**src/rtl/piano_pkg.sv**
```systemverilog
// Shared constants for the piano keyboard renderer: note maps, black-key masks, colours.
package piano_pkg;

    localparam int KEYS_PER_OCTAVE   = 12;
    localparam int WHITES_PER_OCTAVE = 7;
    localparam int HOLD_CNT_W        = 8;

    // Bit n set when white note n (C D E F G A B) carries a black key on that side.
    localparam logic [6:0] BLACK_LEFT_MASK  = 7'b1110110;
    localparam logic [6:0] BLACK_RIGHT_MASK = 7'b0111011;

    localparam logic [6:0][3:0] WHITE_TO_CHROMA = {4'd11, 4'd9, 4'd7, 4'd5, 4'd4, 4'd2, 4'd0};

    localparam logic [23:0] DEF_WHITE_COLOR   = 24'hFF_FF_FF;
    localparam logic [23:0] DEF_BLACK_COLOR   = 24'h20_20_20;
    localparam logic [23:0] DEF_PRESS_COLOR   = 24'h00_C0_FF;
    localparam logic [23:0] DEF_OUTLINE_COLOR = 24'h00_00_00;

endpackage

```
**src/rtl/piano_keyboard_renderer_key_hold_timer.sv**
```systemverilog
// Per-key highlight timer: reloads while pressed, counts down on frame_start after release.
module key_hold_timer
    import piano_pkg::*;
#(
    parameter int HOLD_FRAMES = 8
) (
    input  logic i_clk,
    input  logic i_rst_n,
    input  logic i_key_pressed,
    input  logic i_frame_start,
    output logic o_highlighted
);

    logic [HOLD_CNT_W-1:0] r_cnt;

    // A press always wins over a simultaneous frame_start so the highlight never gaps.
    always_ff @(posedge i_clk or negedge i_rst_n) begin
        if (!i_rst_n) begin
            r_cnt <= '0;
        end else if (i_key_pressed) begin
            r_cnt <= HOLD_CNT_W'(HOLD_FRAMES);
        end else if (i_frame_start && (r_cnt != '0)) begin
            r_cnt <= r_cnt - HOLD_CNT_W'(1);
        end
    end

    assign o_highlighted = i_key_pressed | (r_cnt != '0);

endmodule

```
**src/rtl/piano_keyboard_renderer.sv**
```systemverilog
// Pipelined keyboard sprite with per-key highlight hold; pixel lags hcount/vcount by 2 cycles.
// Define KEY_OUTLINE_EN to draw a separator on the first column of every white key.
module piano_keyboard_renderer
    import piano_pkg::*;
#(
    parameter int          NUM_OCTAVES      = 2,
    parameter int          WHITE_KEY_WIDTH  = 90,
    parameter int          WHITE_KEY_HEIGHT = 300,
    parameter int          BLACK_KEY_WIDTH  = 30,
    parameter int          BLACK_KEY_HEIGHT = 180,
    parameter int          HOLD_FRAMES      = 8,
    parameter logic [23:0] WHITE_COLOR      = DEF_WHITE_COLOR,
    parameter logic [23:0] BLACK_COLOR      = DEF_BLACK_COLOR,
    parameter logic [23:0] PRESS_COLOR      = DEF_PRESS_COLOR,
    parameter logic [23:0] OUTLINE_COLOR    = DEF_OUTLINE_COLOR
) (
    input  logic                      vclock,
    input  logic                      reset_n,
    input  logic [10:0]               x,
    input  logic [9:0]                y,
    input  logic [10:0]               hcount,
    input  logic [9:0]                vcount,
    input  logic                      frame_start,
    input  logic [12*NUM_OCTAVES-1:0] key_pressed,
    output logic [23:0]               pixel,
    output logic [6:0]                key_index,
    output logic                      key_valid
);

    localparam int NUM_KEYS   = KEYS_PER_OCTAVE * NUM_OCTAVES;
    localparam int KBD_WIDTH  = NUM_OCTAVES * WHITES_PER_OCTAVE * WHITE_KEY_WIDTH;
    localparam int HALF_BLACK = BLACK_KEY_WIDTH / 2;
    localparam int COL_W      = $clog2(WHITE_KEY_WIDTH);
    localparam int OCT_W      = $clog2(NUM_OCTAVES + 1);
`ifdef KEY_OUTLINE_EN
    localparam bit OUTLINE_ON = 1'b1;
`else
    localparam bit OUTLINE_ON = 1'b0;
`endif

    logic [11:0]      w_hend;
    logic [10:0]      w_vend_white, w_vend_black;
    logic             w_in_h, w_in_v, w_black_v;
    logic [COL_W-1:0] w_col, r_col;
    logic [2:0]       w_n, r_n;
    logic [OCT_W-1:0] w_oct, r_oct;
    logic             w_locked, r_locked;
    logic             w_on_kbd, w_left, w_right;
    logic [6:0]       w_base, w_idx;
    logic             r_on_p1, r_black_p1, r_edge_p1;
    logic [6:0]       r_idx_p1;
    logic [NUM_KEYS-1:0] w_hl;
    logic             w_lit;
    logic [23:0]      w_pix;

    assign w_hend       = {1'b0, x} + 12'(KBD_WIDTH);
    assign w_vend_white = {1'b0, y} + 11'(WHITE_KEY_HEIGHT);
    assign w_vend_black = {1'b0, y} + 11'(BLACK_KEY_HEIGHT);
    assign w_in_h       = ({1'b0, hcount} >= {1'b0, x}) && ({1'b0, hcount} < w_hend);
    assign w_in_v       = ({1'b0, vcount} >= {1'b0, y}) && ({1'b0, vcount} < w_vend_white);
    assign w_black_v    = {1'b0, vcount} < w_vend_black;

    // Stage 0: divider-free column tracker; reloading at hcount==x absorbs any line wrap.
    always_comb begin
        w_col    = r_col;
        w_n      = r_n;
        w_oct    = r_oct;
        w_locked = r_locked;
        if (hcount == x) begin
            w_col    = '0;
            w_n      = '0;
            w_oct    = '0;
            w_locked = 1'b1;
        end else if (w_in_h) begin
            if (r_col == COL_W'(WHITE_KEY_WIDTH - 1)) begin
                w_col = '0;
                if (r_n == 3'd6) begin
                    w_n   = '0;
                    w_oct = r_oct + OCT_W'(1);
                end else begin
                    w_n = r_n + 3'd1;
                end
            end else begin
                w_col = r_col + COL_W'(1);
            end
        end
    end

    always_ff @(posedge vclock or negedge reset_n) begin
        if (!reset_n) begin
            r_col    <= '0;
            r_n      <= '0;
            r_oct    <= '0;
            r_locked <= 1'b0;
        end else begin
            r_col    <= w_col;
            r_n      <= w_n;
            r_oct    <= w_oct;
            r_locked <= w_locked;
        end
    end

    assign w_on_kbd = w_locked && w_in_h && w_in_v;
    assign w_left   = w_black_v && BLACK_LEFT_MASK[w_n]  && (w_col <  COL_W'(HALF_BLACK));
    assign w_right  = w_black_v && BLACK_RIGHT_MASK[w_n] && (w_col >= COL_W'(WHITE_KEY_WIDTH - HALF_BLACK));
    assign w_base   = 7'(w_oct) * 7'(KEYS_PER_OCTAVE) + 7'(WHITE_TO_CHROMA[w_n]);
    assign w_idx    = w_left ? (w_base - 7'd1) : (w_right ? (w_base + 7'd1) : w_base);

    // Stage 1: registered region classification.
    always_ff @(posedge vclock or negedge reset_n) begin
        if (!reset_n) begin
            r_on_p1    <= 1'b0;
            r_black_p1 <= 1'b0;
            r_edge_p1  <= 1'b0;
            r_idx_p1   <= '0;
        end else begin
            r_on_p1    <= w_on_kbd;
            r_black_p1 <= w_left | w_right;
            r_edge_p1  <= (w_col == '0);
            r_idx_p1   <= w_idx;
        end
    end

    for (genvar k = 0; k < NUM_KEYS; k++) begin : g_hold
        key_hold_timer #(.HOLD_FRAMES(HOLD_FRAMES)) u_hold (
            .i_clk         (vclock),
            .i_rst_n       (reset_n),
            .i_key_pressed (key_pressed[k]),
            .i_frame_start (frame_start),
            .o_highlighted (w_hl[k])
        );
    end

    always_comb begin
        w_lit = 1'b0;
        for (int k = 0; k < NUM_KEYS; k++) begin
            if (r_idx_p1 == 7'(k)) w_lit = w_hl[k];
        end
    end

    always_comb begin
        w_pix = '0;
        if (r_on_p1) begin
            if (r_black_p1)                   w_pix = w_lit ? PRESS_COLOR : BLACK_COLOR;
            else if (OUTLINE_ON && r_edge_p1) w_pix = OUTLINE_COLOR;
            else                              w_pix = w_lit ? PRESS_COLOR : WHITE_COLOR;
        end
    end

    // Stage 2: registered pixel and key tag.
    always_ff @(posedge vclock or negedge reset_n) begin
        if (!reset_n) begin
            pixel     <= '0;
            key_index <= '0;
            key_valid <= 1'b0;
        end else begin
            pixel     <= w_pix;
            key_index <= r_on_p1 ? r_idx_p1 : 7'd0;
            key_valid <= r_on_p1;
        end
    end

endmodule

```
**config.mk**
```make
export PLATFORM = sky130hd
export DESIGN_NAME = piano_keyboard_renderer
export DESIGN_NICKNAME = d
export VERILOG_FILES = /design/src/rtl/piano_pkg.sv /design/src/rtl/piano_keyboard_renderer_key_hold_timer.sv /design/src/rtl/piano_keyboard_renderer.sv
export SDC_FILE = /design/constraint.sdc
export NUM_CORES = 1
export LEC_CHECK = 0
export ABC_CLOCK_PERIOD_IN_PS = 5000
export BUFFER_PORTS_ARGS = -buffer_cell sky130_fd_sc_hd__buf_2
export CELL_PAD_IN_SITES_DETAIL_PLACEMENT = 0
export CELL_PAD_IN_SITES_GLOBAL_PLACEMENT = 2
export CORE_UTILIZATION = 39
export DETAILED_ROUTE_END_ITERATION = 12
export PLACE_DENSITY_LB_ADDON = 0.15
export SYNTH_ARGS = -nofsm -noshare
export SYNTH_HDL_FRONTEND = slang
export SYNTH_SLANG_ARGS = --single-unit
```
**constraint.sdc**
```tcl
create_clock -name vclock -period 5 [get_ports vclock]
set_clock_uncertainty 0.1 [all_clocks]
set_input_delay 1.5 -clock vclock [delete_from_list [all_inputs] [get_ports vclock]]
set_output_delay 1.5 -clock vclock [all_outputs]
set_load 0.03 [all_outputs]
```
## Word level (Yosys, flattened, before mapping)

Memories as Yosys holds them, arrays and structs flattened.
Cells that the tools add are included.

| word-level totals | value |
|---|---|
| register bits | 246 |
| bits in read-only memories | 48 |
| input bits | 69 |
| output and inout port bits | 32 |
| memories kept | 3 |

| operators by class | value |
|---|---|
| add/sub/neg operators | 33 |
| multiply operators | 1 |
| magnitude comparators | 8 |
| equal/unequal tests | 26 |
| muxes and demuxes | 94 |
| bitwise logic cells | 25 |
| reduce and logical (&&, ||, !) cells | 81 |

Memories:

| memory | words | bits a word | read ports | clocked after memory_dff | write ports | RTL line | text |
|---|---|---|---|---|---|---|---|
| (name not given) | 8 | 4 | 1 | 0 | 0 | piano_keyboard_renderer.sv:106 | `assign w_base = 7'(w_oct) * 7'(KEYS_PER_OCTAVE) + 7'(WHITE_TO_CHROMA[w_n]);` |
| (name not given) | 8 | 1 | 1 | 0 | 0 | piano_keyboard_renderer.sv:105 | `assign w_right = w_black_v && BLACK_RIGHT_MASK[w_n] && (w_col >= COL_W'(WHITE_KEY_WIDTH - HALF_BLACK));` |
| (name not given) | 8 | 1 | 1 | 0 | 0 | piano_keyboard_renderer.sv:104 | `assign w_left = w_black_v && BLACK_LEFT_MASK[w_n] && (w_col < COL_W'(HALF_BLACK));` |

Operators with widths:

| cell | number |
|---|---|
| 8-bit two-way mux | 48 |
| 8-bit nonzero test | 24 |
| 8-bit by 1-bit subtractor with 8-bit output, second input constant | 24 |
| 24-bit two-way mux | 3 |
| 7-bit by 4-bit equality test with 1-bit output, second input constant | 8 |
| 7-bit by 5-bit equality test with 1-bit output, second input constant | 8 |
| 2-bit nonzero test | 24 |
| 7-bit two-way mux | 6 |
| 1-bit logical AND | 32 |
| 7-bit by 3-bit equality test with 1-bit output, second input constant | 4 |
| 1-bit two-way mux | 27 |
| 1-bit OR | 25 |
| 10-bit by 11-bit less-than comparator with 1-bit output | 2 |
| 22-bit two-way mux | 1 |
| 7-bit by 1-bit adder with 7-bit output, second input constant | 2 |
| 7-bit by 2-bit equality test with 1-bit output, second input constant | 2 |
| 11-bit by 11-bit adder with 12-bit output, second input constant | 1 |
| 11-bit by 12-bit less-than comparator with 1-bit output | 1 |
| 3-bit two-way mux | 4 |
| 10-bit by 8-bit adder with 11-bit output, second input constant | 1 |
| 10-bit by 9-bit adder with 11-bit output, second input constant | 1 |
| 11-bit equality test | 1 |
| 11-bit greater-or-equal comparator | 1 |
| 10-bit greater-or-equal comparator | 1 |
| other kinds (14) | 17 |

## Logic depth before layout (Yosys ltp)

Gate-level depths: netlist of the first run.

| logic depth | value |
|---|---|
| depth after elaboration | 29 |
| gate-level depth with buffers | 26 |
| gate-level depth less buffers | 26 |

## By module

From an unflattened synthesis of the first run, not the netlist that was laid out.

| unflattened totals | value |
|---|---|
| cells, all modules | 1,620 |
| area total of the unflattened synthesis | 14,594.0 sq um |

By module, submodules not included:

| module | instances | cells each | area each (sq um) |
|---|---|---|---|
| key_hold_timer | 24 | 48 | 442.9 |
| piano_keyboard_renderer | 1 | 468 | 3,963.8 |

## Worst setup path before layout of the first run

Ideal clock, no wire load.

| timing | value |
|---|---|
| path kind | input -> register |
| start point | in x[2] |
| end point | reg r_idx_p1[6] |
| data arrival time | 5.618 ns |
| data required time | 4.805 ns |
| path slack | -0.813 ns |
| cell stages on the path | 23 |
| path buffers | 0 |
| cell sequence | inv_1 ha_1 nor2_1 nor2b_1 or3_1 xnor2_1 ha_1 o41ai_4 nand3_2 or4_1 nor2_1 xnor2_1 nor2_1 ha_1 inv_1 ha_1 a21oi_1 nor2_1 xnor2_1 nand2_1 nor3_2 xnor2_1 o31ai_1 |

RTL lines:

| what | RTL line | text |
|---|---|---|
| start: declaration | piano_keyboard_renderer.sv:19 | `input logic [10:0] x,` |
| 11-bit by 11-bit adder with 12-bit output | piano_keyboard_renderer.sv:56 | `assign w_hend = {1'b0, x} + 12'(KBD_WIDTH);` |
| 11-bit by 12-bit less-than comparator with 1-bit output | piano_keyboard_renderer.sv:59 | `assign w_in_h = ({1'b0, hcount} >= {1'b0, x}) && ({1'b0, hcount} < w_hend);` |
| 1-bit logical AND | piano_keyboard_renderer.sv:59 |  |
| 2-bit two-way mux | piano_keyboard_renderer.sv:74 | `end else if (w_in_h) begin` |
| 2-bit two-way mux * | piano_keyboard_renderer.sv:69 | `if (hcount == x) begin` |
| via w_oct[1] | piano_keyboard_renderer.sv:46 | `logic [OCT_W-1:0] w_oct, r_oct;` |
| 2-bit by 2-bit multiplier with 4-bit output * | piano_keyboard_renderer.sv:106 |  |
| 6-bit by 4-bit adder with 7-bit output * | piano_keyboard_renderer.sv:106 |  |
| 7-bit by 1-bit adder with 7-bit output | piano_keyboard_renderer.sv:107 | `assign w_idx = w_left ? (w_base - 7'd1) : (w_right ? (w_base + 7'd1) : w_base);` |
| 7-bit two-way mux | piano_keyboard_renderer.sv:107 |  |
| 7-bit two-way mux * | piano_keyboard_renderer.sv:107 |  |
| via w_idx[6] | piano_keyboard_renderer.sv:49 | `logic [6:0] w_base, w_idx;` |
| end signal: assignment | piano_keyboard_renderer.sv:120 | `r_idx_p1 <= w_idx;` |
| end: declaration | piano_keyboard_renderer.sv:51 | `logic [6:0] r_idx_p1;` |

Mark *: on every way through the listed nets, which the timed path passes. The rest lies on a longest branch. The select of a mux whose other input is x is not followed.
A chain may end at the register's enable or synchronous reset.

## Final worst setup path of the first run

| timing | value |
|---|---|
| start point | in x[2] |
| end point | reg r_idx_p1[4] |

The elaborated chain is that of the path after synthesis.

==> impl_metrics.ini, run 1 <==
[yosys]
async_reset_ff_share_pct = 100
yosysTopAreaCellShare_pct = 41.6
synth_flop_cell = dfrtp_1
synth_edf_count = 0
synthesis.area_um2 = 13500
yosysWarnings = 0
syn-num-nets = 1656
syn_inst = 1477
ys_seq_area_share_pct = 41.6
synth.area.top_cells = dfrtp_1, ha_1, xnor2_1
synth_top_area_cell = dfrtp_1
synth.distinct_cells = 80
postSynthAreaPerCell_um2 = 9.16
synth_seq_cells = 225

[flow_run]
drv_cap = 0

[timing]
layout_min_cycle_time_ns = 5.32
max_freq_mhz = 188
hold_viol = 0
slew_headroom_pct = 49.5
slew_viol_final = 0
finalWorstSetupSlack_ns = -0.319
setup_viol = 3
fin_crit_sh_pct = 106
max_slew.worst_pin.slew_ns = 0.758
grt_setup_unrepaired = true

[power]
p_leak_nw = 7.34
seq_power_share_pct = 38.7
pwr-share-clk_pct = 32.3
p_comb_share_pct = 28.9
fin_total_pwr_mw = 6.33
peakVddDrop_mv = 0.263
p_switching_mw = 2.08
powerDensity_nw_per_um2 = 395
p_int_mw = 4.24
p_sw_share_pct = 33.0

[die]
ios = 101
dieArea_um2 = 35400
die_w_um = 188
start_util_pct = 40.0
dieHeight_um = 188
core-area_um2 = 33900
rows = 67

[drt]
ant_nets = 0
wl_um = 28100
drtIter0Drc = 357
drtPass1Iterations = 4
viasPerCell = 4.87
post_drt_wl_per_cell_um = 13.5
num_vias = 10200
drt_drc_violations_left = 0

[placement]
gp_congestion = 0.761
dpl_cell_area_um2 = 14900
place_hpwl_um = 20200
io_buffer_count = 100
preCtsSetupSlack_ns = -0.963

[global_routing]
track_usage_pct = 16.5
grt.overflow.total = 0
grt_pass1_wl_um = 49200
grt_pass1_vias = 10300
grt_max_degree = 94
antenna_found_initial = 0

[clock_network]
htree_levels = 1
clock_latency_ns = 0.55
root_buffer = clkbuf_16
cts_sinks = 225
numCtsBuffers = 29
cts_tree = built
clockBufferDepth = 3
clk_pin_slew_ns = 0.05

[setup_path]
cp_num_buf_inv = 4
worstPathRequired_ns = 5.36
cp-end-kind = flop
cp_top_family = adder cells
rrSetupSlack_ns = 1.05
crit_type = primary input to flop
path_max_fanout = 3
crit_chain = buf_12 -> inv_12 -> ha_4 -> nor2_4 -> nor2b_4 -> buf_6 -> xnor2_2 -> ha_1 -> a21oi_2 -> nor2b_2 -> o41ai_4 -> nand3_2 -> or4_4 -> nor2_4 -> xnor2_1 -> nor2_1 -> ha_1 -> fa_2 -> nand4_1 -> buf_4 -> o32ai_4 -> xnor2_1
worst_path_max_delay_cell = fa_2
critPathLaunchType = primary input
slowest_delay_ns = 0.54
cp.arrival_ns = 5.68

[run_status]
outcome = finished, violations left
violations = negative setup slack

[cells_and_area]
synthToLayoutAreaGrowth_pct = 18.3
layout-drive-gt1-share_pct = 16.9
final_cell_mix = dfrtp_1, nor2_1, ha_1, inv_1, xnor2_1
final_nets = 1799
fin_area_um2 = 16000
final_common_cell = dfrtp_1
antenna_cells = 0

[hold_path]
hp-class = flop to flop
-- stage by stage --
stage	cells	utilization (%)	TNS, ns	hold WS (ns)
finish	2086	47.3	-0.816	0.382
global route	2086	47.3	-1.83	0.403
CTS	2083	46.9	-0.764	0.388
detailed placement	2033	44.0	-5.46	0.370
global placement	2033	44.0	-4.85	0.349
floorplan	1477	-	-2.09	0.302
-- power groups by stage --
stage                     sequential, mW  clock [mW]  combinational, mW
after floorplan                     2.38           0               1.37
after global placement              2.47           0               1.81
after detailed placement            2.47           0               1.82
after CTS                           2.45        2.12               1.84
after global routing                2.51        2.19               2.13
final                               2.45        2.04               1.83
-- synthesized netlist by cell type (10+ instances only) --
| master | count |
|---|---|
| nor2b_1 | 13 |
| xor2_1 | 56 |
| nor3b_1 | 10 |
| clkbuf_1 | 31 |
| nor4b_1 | 10 |
| nand3_1 | 25 |
| inv_1 | 108 |
| or3_1 | 36 |
| o21ai_0 | 53 |
| ha_1 | 109 |
| nand2b_1 | 35 |
| or4_1 | 10 |
| buf_4 | 21 |
| a21oi_1 | 70 |
| dfrtp_1 | 225 |
| nand2_1 | 90 |
| nor3_1 | 44 |
| nor2_1 | 224 |
| and2_1 | 12 |
| a211oi_1 | 18 |
| xnor2_1 | 105 |
| a21o_1 | 10 |
| nor4_1 | 48 |
-- path summary, 6_finish.rpt --
check / cells past startpoint / from / end
min in group asynchronous: 1 / reset_n / g_hold[12].u_hold.r_cnt[4]$_DFFE_PN0P_
setup / recovery: 22 / x[2] / r_idx_p1[4]$_DFF_PN0_
hold reg to reg: 1 / r_black_p1$_DFF_PN0_ / pixel[22]$_DFF_PN0_
hold / removal: 1 / r_black_p1$_DFF_PN0_ / pixel[22]$_DFF_PN0_
max in group asynchronous: 2 / reset_n / g_hold[20].u_hold.r_cnt[5]$_DFFE_PN0P_
setup reg to reg: 15 / r_col[0]$_DFF_PN0_ / r_idx_p1[4]$_DFF_PN0_
-- what timing repair did --
action,in CTS,in global routing
resized for setup,8,21
pin swaps,5,8
setup endpoints to repair,5,8
hold buffers,0,0
cloned,0,0
buffers inserted,1,3
hold endpoints to repair,0,0
-- final cells by class --
type                            count  area [um2]
Tap cell                          448         561
Multi-Input combinational cell   1082        7350
Inverter                          108         425
Timing Repair Buffer              174        1110
Sequential cell                   225        5630
Clock inverter                      4        73.8
Fill cell                        3315       17900
Clock buffer                       45         866
-- logic make-up after synthesis --
group | after synthesis | share of synthesized area (%)
muxes | 3 | 0.231
AOI/OAI and AO/OA | 207 | 9.91
adders and majority gates | 110 | 10.2
and+or+nand+nor | 601 | 22.2
DFF | 225 | 41.6
buffers and inverters | 170 | 5.36
xor gates and xnor gates | 161 | 10.4
-- state kept, by name, summed over array words and instances, names as in the netlist --
name	flops
g_hold.u_hold.r_cnt	192
key_index	7
r_col	7
r_idx_p1	7
pixel	4
r_n	3
r_oct	2
r_black_p1	1
r_locked	1
r_on_p1	1
-- routing by layer --
metal / routed length [um] / GRT usage [%] / vias up
li1: - / - / 5287
met1: 13600 / 22.2 / 4747
met2: 13200 / 28.0 / 105
met3: 941 / 2.51 / 30
met4: 397 / 3.28 / 0
met5: 0 / 0 / -
(Power assumes the default switching activity.)
==> run 2: changes to the inputs <==
--- a/config.mk
+++ b/config.mk
@@ -11,7 +11,7 @@
 export CELL_PAD_IN_SITES_GLOBAL_PLACEMENT = 2
 export CORE_UTILIZATION = 39
 export DETAILED_ROUTE_END_ITERATION = 12
-export PLACE_DENSITY_LB_ADDON = 0.15
+export PLACE_DENSITY_LB_ADDON = 0.1
 export SYNTH_ARGS = -nofsm -noshare
 export SYNTH_HDL_FRONTEND = slang
 export SYNTH_SLANG_ARGS = --single-unit
==> run 2 against run 1 <==
The run still ends with negative setup slack left; sequential power increased by 2%; register-to-register slack better by 0.05 ns; critical path depth is 5 higher; non-clock buffer count fell by 3; first-iteration DRC count up 7.0%; maximum frequency rose by 0.30%; utilization is 0.081 points lower; global-route usage is 0.19 points higher; die area stayed put; flip-flop and latch count unchanged; sequential share of layout area increased by 0.060 points; cell area shrank 0.17%; critical endpoint is now r_idx_p1[6]$_DFF_PN0_; largest power group unchanged; highest routed layer unchanged.
==> impl_metrics.ini, run 2 (same netlist as run 1, synthesis figures left out) <==
[timing]
finalWorstSetupSlack_ns = -0.303
slew_headroom_pct = 37.6
grt_setup_unrepaired = true
hold_viol = 0
holdWs_ns = 0.372
finalSetupTns_ns = -0.789
max_slew.worst_pin.slew_ns = 0.936
setup_viol = 3
slew_viol_final = 0
layout_min_cycle_time_ns = 5.30
max_freq_mhz = 189
fin_crit_sh_pct = 106

[placement]
place_hpwl_um = 20500
dpl_cell_area_um2 = 14900
gp_congestion = 0.748
io_buffer_count = 100

[power]
peakVddDrop_mv = 0.277
powerDensity_nw_per_um2 = 394
p_int_mw = 4.18
p_leak_nw = 7.32
p_sw_share_pct = 33.7
pwr-share-clk_pct = 32.1
p_comb_share_pct = 28.4
p_switching_mw = 2.12
seq_power_share_pct = 39.5

[global_routing]
grt_max_degree = 92
grt_pass1_vias = 10400
grt.overflow.total = 0
antenna_found_initial = 0
track_usage_pct = 16.7
grt_pass1_wl_um = 49700

[cells_and_area]
final_cell_mix = dfrtp_1, nor2_1, ha_1, inv_1, xnor2_1
final_common_cell = dfrtp_1
antenna_cells = 0
top_register = g_hold.u_hold.r_cnt
final_nets = 1795
layout-drive-gt1-share_pct = 16.9
synthToLayoutAreaGrowth_pct = 18.1
post-route-util_pct = 47.2
largest_reg_flops = 192
fin_area_um2 = 16000

[clock_network]
holdBufCountCts = 0
htree_levels = 1
cts_sinks = 225
numCtsBuffers = 28
clk_pin_slew_ns = 0.06
clock_latency_ns = 0.55
root_buffer = clkbuf_16
clockBufferDepth = 3
cts_tree = built

[setup_path]
cp-end-kind = flop
crit_type = primary input to flop
critPathLaunchType = primary input
cp.arrival_ns = 5.65
worstPathRequired_ns = 5.34
path_max_fanout = 4

[die]
die_w_um = 188
start_util_pct = 40.0
ios = 101
dieHeight_um = 188
rows = 67
core-area_um2 = 33900
dieArea_um2 = 35400

[drt]
num_vias = 10300
ant_nets = 0
wl_um = 28700
drtIter0Drc = 382
post_drt_wl_per_cell_um = 13.7
viasPerCell = 4.92
drt_drc_violations_left = 0
drtPass1Iterations = 4

[flow_run]
drv_cap = 0

[run_status]
violations = negative setup slack
outcome = finished, violations left

[hold_path]
hp-class = flop to flop
==> run 2: power groups by stage <==
stage	combinational (mW)	sequential (mW)	clock [mW]
floorplan	1.37	2.38	0
global placement	1.76	2.52	0
detailed placement	1.77	2.52	0
CTS	1.80	2.49	2.09
global route	2.08	2.55	2.17
finish	1.79	2.49	2.02
==> run 2: repair_timing <==
action / 4_1_cts / 5_1_grt
pin swaps: 9 / 6
gates resized for setup: 12 / 15
endpoints found under the setup margin: 4 / 8
buffers inserted: 1 / 3
==> run 2: cell type report <==
class / instances / area, um2
inverters: 108 / 425
fillers: 3367 / 17900
repair buffers: 171 / 1100
clock buffers: 40 / 806
multi-input cells: 1082 / 7330
flip-flops and latches: 225 / 5630
well taps: 448 / 561
clock inverters: 12 / 130
==> run 2: final timing paths <==
check | from | end | slack (ns) | depth (start not counted)
min in group asynchronous | reset_n | g_hold[13].u_hold.r_cnt[5]$_DFFE_PN0P_ | 0.88 | 1
setup / recovery | x[2] | r_idx_p1[6]$_DFF_PN0_ | -0.30 | 27
max in group asynchronous | reset_n | g_hold[21].u_hold.r_cnt[5]$_DFFE_PN0P_ | 3.05 | 2
setup reg to reg | r_col[0]$_DFF_PN0_ | r_idx_p1[6]$_DFF_PN0_ | 1.10 | 19
hold reg to reg | r_locked$_DFF_PN0_ | r_locked$_DFF_PN0_ | 0.37 | 1
hold / removal | r_locked$_DFF_PN0_ | r_locked$_DFF_PN0_ | 0.37 | 1
==> run 2: routing by layer <==
metal,up-vias,wire [um],share of wire (%),track usage [%]
li1,5284,-,-,-
met1,4799,13800,48,22.7
met2,132,13200,46,27.9
met3,40,1030,3.6,2.25
met4,0,594,2.1,4.10
met5,-,0,0,0
==> run 2: worst max-delay path: stages <==
cell	delay [ns]
buf_12	0.09
inv_12	0.03
ha_4	0.15
nor2_4	0.09
nor2b_2	0.05
buf_4	0.13
xnor2_2	0.12
ha_1	0.30
buf_4	0.15
o2111ai_2	0.06
a31oi_2	0.08
o41ai_4	0.31
nand3_2	0.17
or4_4	0.48
nor2_4	0.10
xnor2_1	0.11
nor2_1	0.08
ha_1	0.32
inv_1	0.05
ha_1	0.27
a21oi_1	0.14
nor2_1	0.08
xnor2_2	0.19
nand2_1	0.09
nor3_2	0.17
xnor2_1	0.10
o31ai_1	0.22
==> run 2: through the flow <==
| stage | setup slack (ns) | cells | power, mW |
|---|---|---|---|
| CTS | -0.315 | 2083 | 6.39 |
| floorplan | -0.661 | 1477 | 3.75 |
| finish | -0.303 | 2086 | 6.30 |
| detailed placement | -0.949 | 2030 | 4.29 |
| global route | -0.527 | 2086 | 6.79 |
| global placement | -0.874 | 2030 | 4.28 |
